==> config.mk <==
export PLATFORM = sky130hd
export DESIGN_NAME = fft16_agen
export DESIGN_NICKNAME = d
export VERILOG_FILES = /design/src/rtl/fft16_pkg.sv /design/src/rtl/fft16_agen.sv
export SDC_FILE = /design/constraint.sdc
export NUM_CORES = 1
export LEC_CHECK = 0
export BUFFER_PORTS_ARGS = -buffer_cell sky130_fd_sc_hd__buf_2
export CAP_MARGIN = 40
export CORE_MARGIN = 2
export CORE_UTILIZATION = 45
export DETAILED_ROUTE_END_ITERATION = 12
export PLACE_DENSITY = 0.63
export SYNTH_ARGS = -nofsm -noshare
export SYNTH_HDL_FRONTEND = slang
export SYNTH_SLANG_ARGS = --single-unit
==> constraint.sdc <==
create_clock -name clk -period 3.9 [get_ports clk]
set_input_delay 0.78 -clock clk [delete_from_list [all_inputs] [get_ports clk]]
set_output_delay 0.78 -clock clk [all_outputs]
set_load 0.03 [all_outputs]
==> src/rtl/fft16_pkg.sv <==
// fft16_pkg: shared definitions for the 16-point radix-2 DIF FFT blocks.
//   FFT_N / FFT_LOG2N / FFT_BF_PER_STAGE : transform geometry
//   TW_W      : twiddle ROM index width (ROM holds W16^0..W16^7)
//   state_t   : address-generator FSM states (UNLOAD only with FFT_AGEN_UNLOAD_EN)
//   bf_beat_t : one butterfly's operand addresses and twiddle index
//   bitrev4   : 4-bit bit reversal for natural-order readout
package fft16_pkg;

  localparam int FFT_N            = 16;
  localparam int FFT_LOG2N        = 4;
  localparam int FFT_BF_PER_STAGE = 8;
  localparam int TW_W             = 3;

  typedef enum logic [2:0] {
    ST_IDLE,
    ST_ISSUE,
    ST_DRAIN,
`ifdef FFT_AGEN_UNLOAD_EN
    ST_UNLOAD,
`endif
    ST_DONE
  } state_t;

  typedef struct packed {
    logic [3:0]      a;
    logic [3:0]      b;
    logic [TW_W-1:0] tw;
  } bf_beat_t;

  function automatic logic [3:0] bitrev4(input logic [3:0] x);
    return {x[0], x[1], x[2], x[3]};
  endfunction

endpackage

==> src/rtl/fft16_agen.sv <==
// fft16_agen: address / twiddle-index sequencer for the 16-point radix-2
// DIF FFT. Issues 4 stages x 8 butterflies, with a BF_LATENCY-cycle drain
// gap after every stage so the butterfly pipeline can write back in place.
//
// Ports:
//   clk, rst        clock; asynchronous active-high reset
//   start           begin a transform (sampled only in IDLE)
//   ready           downstream accepts the current beat
//   valid           addr_a/addr_b/tw_addr/stage carry a beat
//   addr_a, addr_b  upper / lower operand sample-memory addresses
//   tw_addr         twiddle ROM index k (W16^k)
//   stage           current stage 0..3
//   busy            transform in progress
//   done            one-cycle completion pulse
//   unload          beat is a bit-reversed readout beat (only when
//                   FFT_AGEN_UNLOAD_EN is defined)
//
// Build option: define FFT_AGEN_UNLOAD_EN to append a 16-beat UNLOAD phase
// after the last drain that walks addr_a through bitrev4(0..15).
module fft16_agen
  import fft16_pkg::*;
#(
  parameter int BF_LATENCY = 4
)
(
  input  logic            clk,
  input  logic            rst,
  input  logic            start,
  input  logic            ready,
  output logic            valid,
  output logic [3:0]      addr_a,
  output logic [3:0]      addr_b,
  output logic [TW_W-1:0] tw_addr,
  output logic [1:0]      stage,
  output logic            busy,
  output logic            done
`ifdef FFT_AGEN_UNLOAD_EN
  ,
  output logic            unload
`endif
);

  localparam int              IDX_W      = $clog2(FFT_N);
  localparam logic [IDX_W-1:0] LAST_BF    = IDX_W'(FFT_BF_PER_STAGE - 1);
  localparam logic [1:0]       LAST_STAGE = 2'(FFT_LOG2N - 1);
  localparam logic [3:0]       DRAIN_LAST = 4'(BF_LATENCY - 1);
`ifdef FFT_AGEN_UNLOAD_EN
  localparam logic [IDX_W-1:0] LAST_UNL   = IDX_W'(FFT_N - 1);
`endif

  // Butterfly b of stage s: groups of 2*span samples, j walks within a group,
  // and the twiddle exponent scales by 2^s (taken mod 8).
  function automatic bf_beat_t bf_beat(input logic [1:0] s_i, input logic [2:0] b_i);
    logic [3:0] span;
    logic [3:0] g;
    logic [3:0] j;
    logic [3:0] a;
    bf_beat_t   r;
    span = 4'd8 >> s_i;
    g    = {1'b0, b_i} >> (2'd3 - s_i);
    j    = {1'b0, b_i} & (span - 4'd1);
    a    = ((g * span) << 1) + j;
    r.a  = a;
    r.b  = a + span;
    r.tw = TW_W'(j << s_i);
    return r;
  endfunction

  state_t           state, state_nxt;
  logic [1:0]       s, s_nxt;
  logic [IDX_W-1:0] idx, idx_nxt;   // butterfly index in ISSUE, beat index in UNLOAD
  logic [3:0]       cnt, cnt_nxt;   // drain cycle counter
  bf_beat_t         beat_nxt;

  always_comb begin
    state_nxt = state;
    s_nxt     = s;
    idx_nxt   = idx;
    cnt_nxt   = cnt;
    case (state)
      ST_IDLE: begin
        if (start) begin
          state_nxt = ST_ISSUE;
          s_nxt     = 2'd0;
          idx_nxt   = '0;
        end
      end
      ST_ISSUE: begin
        if (valid && ready) begin
          if (idx == LAST_BF) begin
            state_nxt = ST_DRAIN;
            cnt_nxt   = 4'd0;
          end else begin
            idx_nxt = idx + 1'b1;
          end
        end
      end
      ST_DRAIN: begin
        if (cnt == DRAIN_LAST) begin
          if (s != LAST_STAGE) begin
            state_nxt = ST_ISSUE;
            s_nxt     = s + 2'd1;
            idx_nxt   = '0;
          end else begin
`ifdef FFT_AGEN_UNLOAD_EN
            state_nxt = ST_UNLOAD;
            idx_nxt   = '0;
`else
            state_nxt = ST_DONE;
`endif
          end
        end else begin
          cnt_nxt = cnt + 4'd1;
        end
      end
`ifdef FFT_AGEN_UNLOAD_EN
      ST_UNLOAD: begin
        if (valid && ready) begin
          if (idx == LAST_UNL) state_nxt = ST_DONE;
          else                 idx_nxt   = idx + 1'b1;
        end
      end
`endif
      ST_DONE:  state_nxt = ST_IDLE;
      default:  state_nxt = ST_IDLE;
    endcase
    beat_nxt = bf_beat(s_nxt, idx_nxt[2:0]);
  end

  // Every output is registered from the next-state view, so the first beat
  // appears the cycle after start and done coincides with busy falling.
  always_ff @(posedge clk or posedge rst) begin
    if (rst) begin
      state   <= ST_IDLE;
      s       <= 2'd0;
      idx     <= '0;
      cnt     <= 4'd0;
      valid   <= 1'b0;
      addr_a  <= 4'd0;
      addr_b  <= 4'd0;
      tw_addr <= '0;
      stage   <= 2'd0;
      busy    <= 1'b0;
      done    <= 1'b0;
`ifdef FFT_AGEN_UNLOAD_EN
      unload  <= 1'b0;
`endif
    end else begin
      state <= state_nxt;
      s     <= s_nxt;
      idx   <= idx_nxt;
      cnt   <= cnt_nxt;
      done  <= (state_nxt == ST_DONE);
      busy  <= (state_nxt != ST_IDLE) && (state_nxt != ST_DONE);
`ifdef FFT_AGEN_UNLOAD_EN
      valid <= (state_nxt == ST_ISSUE) || (state_nxt == ST_UNLOAD);
`else
      valid <= (state_nxt == ST_ISSUE);
`endif
      // Beat fields only move when a beat is (still) presented; while
      // ready=0 the next-state indices are unchanged, so they hold.
      if (state_nxt == ST_ISSUE) begin
        addr_a  <= beat_nxt.a;
        addr_b  <= beat_nxt.b;
        tw_addr <= beat_nxt.tw;
        stage   <= s_nxt;
`ifdef FFT_AGEN_UNLOAD_EN
        unload  <= 1'b0;
`endif
      end
`ifdef FFT_AGEN_UNLOAD_EN
      else if (state_nxt == ST_UNLOAD) begin
        addr_a  <= bitrev4(idx_nxt);
        addr_b  <= 4'd0;
        tw_addr <= '0;
        stage   <= LAST_STAGE;
        unload  <= 1'b1;
      end else begin
        unload  <= 1'b0;
      end
`endif
    end
  end

endmodule

* Word-level counts from Yosys, hierarchy flattened
Index checks and enable logic that the tools add are counted.
** Cells by class
- Add/subtract/negate cells :: 7
- Multiply operators :: 1
- Equal/unequal tests :: 15
- Shifts and indexed selects :: 3
- Multiplexer cells :: 20
- Bitwise operators :: 1
- Reductions and logical operators :: 8
** Operators by type and width (number)
- 4-bit two-way mux :: 8
- 2-bit != test (second input constant) :: 8
- 3-bit two-way mux :: 4
- 4-bit case mux with 3 select lines :: 1
- 3-bit case mux with 3 select lines :: 1
- 4-bit by 1-bit adder with 4-bit output (second input constant) :: 2
- 4-bit adder :: 2
- 2-bit two-way mux :: 4
- 4-bit case mux with 2 select lines :: 1
- 3-bit by 1-bit == test with 1-bit output (second input constant) :: 2
- 3-bit by 2-bit == test with 1-bit output (second input constant) :: 2
- 6-bit AND reduction :: 1
- 3-bit nonzero test :: 2
- 3-bit by 4-bit bitwise AND with 4-bit output :: 1
- 4-bit by 2-bit == test with 1-bit output (second input constant) :: 1
- 4-bit by 3-bit == test with 1-bit output (second input constant) :: 1
- 4-bit by 4-bit multiplier with 3-bit output :: 1
- 2-bit case mux with 2 select lines :: 1
- 4-bit AND reduction :: 1
- 4-bit by 2-bit << shifter with 3-bit output :: 1
- 3-bit by 2-bit >> shifter with 4-bit output :: 1
- 4-bit by 2-bit >> shifter with 4-bit output (first input constant) :: 1
- 4-bit by 1-bit subtractor with 4-bit output (second input constant) :: 1
- 3-bit logical NOT :: 1
- 5 further kinds :: 6
** Storage, ports and cells
- Flip-flop bits (word level) :: 29
- Bits of input ports :: 4
- Output and inout port bits :: 16

* Longest topological paths before layout
- Depth after elaboration :: 9
- Mapped depth :: 14
- Gate-level depth less buffers :: 13

* Worst setup path before layout
Ideal clock, no wire load.
- Path type :: input to register
- From :: input port start
- To :: register addr_b[3]
- Setup time :: 0.095 ns
- Arrival :: 3.514 ns
- Slack :: 0.290 ns
- Stages :: 13
- Buffers on the path :: 1
- Cells stage by stage :: or3b_1 > a21o_1 > and3_1 > clkbuf_1 > nand2_1 > nor2_1 > ha_1 > fa_1 > ha_1 > a21oi_1 > xnor2_1 > o21a_1 > o31ai_1
** RTL lines
- from (decl) :: line fft16_agen.sv:28 : input logic start,
- to (signal assigned) :: line fft16_agen.sv:164 : addr_b <= beat_nxt.b;
- to (decl) :: line fft16_agen.sv:32 : output logic [3:0] addr_b,

==> metrics <==
hold path startpoint=tw_addr[0]; row count=22; vias=roughly 1400; Layout Cells excl Fill=roughly 250; Die X=about 65 um; Synth async-reset ratio=between 90% and 100%; worst hold margin=0.4651 ns; total power=~0.81 mW; Slew Limit Fails=0; clock transition at the registers of the reported paths=0.06 ns; Starting DRT DRC Count=76; critical path data required time=~4.1 ns; total setup buffers inserted after CTS=0; CTS hold repair buffers=0; Leakage=between 0.9 and 1 nW; dpl hpwl=roughly 2600 um; Cell Area, Placed=between 1500 and 2000 sq um; CP most frequent cell=ha_1; Routed Antenna Nets=0; post-synthesis cell count=about 180; EDFF count, synth=0; Slew HR=59.08%; TritonRoute pass-1 iters=4; worst-path fanout max=4; Seq/Total Area, Yosys=~43%; Inserted Clock Buffers=5; PostCTS Resize Cnt=0; Total GRT Usage=between 10% and 20%; dpl ws=0.06986 ns; Synth top area share=about 43%; largest net degree at the start of global routing=23; Initial Util=a little under half; most common cell in the netlist=dfrtp_1; GR Layer Usage met2=between 20% and 30%; layer with the highest usage=met2; cell breakdown of the critical path=ha_1 -> or4b_4 -> o32a_4 -> a211oi_4 -> nor2_1 -> ha_1 -> fa_1 -> ha_1 -> a21oi_1 -> xnor2_1 -> o21a_1 -> o31ai_1; syn avg cell area=9.640 sq um; clk sinks=29; total negative slack=0 ns; met3 Resource Use GR=a little over 6%; H-tree depth=2; Final nets=211; fin area=between 1500 and 2000 sq um; placed cells=between 200 and 250; Avg WL per Cell=~14 um; endpoints failing setup=0; FMAX=between 200 and 300 MHz; status=complete, no violations; YS warnings=0; Placer Congestion=0.8954; synth top area cells=dfrtp_1 (43%), nand2_1 (5.3%), ha_1 (4.4%); worst slew pin tran=roughly 0.61 ns; dominant cell type by area after synthesis=dfrtp_1; Final Util=a little under three fifths; Setup Crit Path Kind=flip-flop to flip-flop; Final Hold Viols=0; Final period util=between 90% and 100%; Area Overhead vs Synth=17.85%; Min-Delay Path Class=flip-flop to flip-flop; max-cap violations=0; max incr delay on CP=between 0.5 and 0.6 ns; syn_nets=188; CP arrival=around 4 ns; Diodes inserted=0; Yosys cell types=55; drt drc=0; Cell Area, Synth=between 1500 and 2000 sq um; top-level I/O count=20; CP max stage cell=fa_1; WL final=roughly 3400 um; Most used DFF post-synth=dfrtp_1; #FFs+latches synth=29; Vias/cell=between 5 and 6; Crit. Startpoint=cnt[0]; Final WS setup=0.1445 ns; CTS root buf=clkbuf_8; Worst-Skew Late Latency=between 0.2 and 0.3 ns; r2r startpoint=cnt[0]; Setup crit end kind=flip-flop; met1 Use GR=25.80%; Layout Skew=~0.0067 ns; grt ovf=0; CTS tree=done; Clock Path Buffers=2; Synth top cells by count=dfrtp_1 (29), nand2_1 (24), nor2_1 (14); Peak VDD IR=0.2192 mV; share of cells above drive strength 1=between 20 and 25%; initial antenna violation count=0; port buffer count=19; Power Density=about 410 nW/um^2; first-pass GRT wire length=slightly above 6000 um; Die Y-Extent=about 65 um; Tmin final=3.756 ns; number of global-route vias before repair=1342; Core Footprint=approximately 3600 sq um; Die Area=around 4300 sq um; Critical Path Source Type=flip-flop
## registers in the layout (all words and copies together), names as in the netlist
| register | flops |
|---|---|
| state | 3 |
| done | 1 |
| idx | 4 |
| cnt | 4 |
| tw_addr | 3 |
| s | 2 |
| busy | 1 |
| stage | 2 |
| valid | 1 |
| addr_a | 4 |
| addr_b | 4 |
## kinds of logic after synthesis
kind of cell    Yosys count  synth area share, %
fa+ha+maj                 8                6.785
mux                       4                2.434
compound gates           43                19.84
xor+xnor                  3                1.549
simple gates             72                22.13
other cells               2               0.4426
flops                    29                42.77
buf+inv                  15                4.056
## cell type report
| type | instances | area [sq um] |
|---|---|---|
| Inverter | 9 | 36.28 |
| Clock inverter | 1 | 30.03 |
| Multi-Input combinational cell | 132 | 923.4 |
| Timing Repair Buffer | 22 | 137.6 |
| Tap cell | 48 | 60.06 |
| Clock buffer | 7 | 86.33 |
| Fill cell | 355 | 1634 |
| Sequential cell | 29 | 725.7 |
## worst max-delay path: cells and delay by family (launching register included)
| family | cells | cell delay (ns) |
|---|---|---|
| adder cells (fa/ha/maj) | 4 | 1.39 |
| AO/OA/AOI/OAI | 5 | 1.23 |
| AND/OR/NAND/NOR | 2 | 0.56 |
| flip-flops | 1 | 0.39 |
| XOR/XNOR | 1 | 0.10 |
## where the power goes
group / internal, mW / total [mW] / switching, mW
clock: 0.208 / 0.321 / 0.113
sequential: 0.326 / 0.346 / 0.0195
combinational: 0.0458 / 0.145 / 0.0988
## final timing paths
kind	to	slack [ns]	cells after the start
max	addr_b[3]	0.14	12
min	tw_addr[0]	0.47	2
max reg2reg	addr_b[3]	0.14	12
min reg2reg	tw_addr[0]	0.47	2
max in group asynchronous	state[2]	2.97	3
min in group asynchronous	addr_a[2]	0.48	2
## per-layer routing
layer	part of all wire, %	wire length (um)
met1	51	1740
met2	45	1525
met3	3.8	129
met4	0.73	25
met5	0	0
## layout by cell type, fill, tap and decap left out, types with 2 or more instances in the layout
cell type / n
or3b_1: 2
buf_2: 19
o21ai_0: 5
inv_2: 3
ha_1: 6
o21a_1: 2
a31oi_1: 3
a31o_2: 2
a22o_1: 2
nor2b_1: 4
nor3_1: 3
inv_1: 5
and3_1: 2
conb_1: 2
nand3_1: 8
a21oi_1: 5
clkbuf_8: 6
fa_1: 2
buf_4: 2
xor2_1: 2
a21o_1: 5
and2_1: 3
o21ai_1: 4
dfrtp_1: 29
mux2i_1: 3
o31ai_1: 2
nand2_1: 24
nor2_1: 14
No activity file was read; power rests on OpenSTA's default activity.
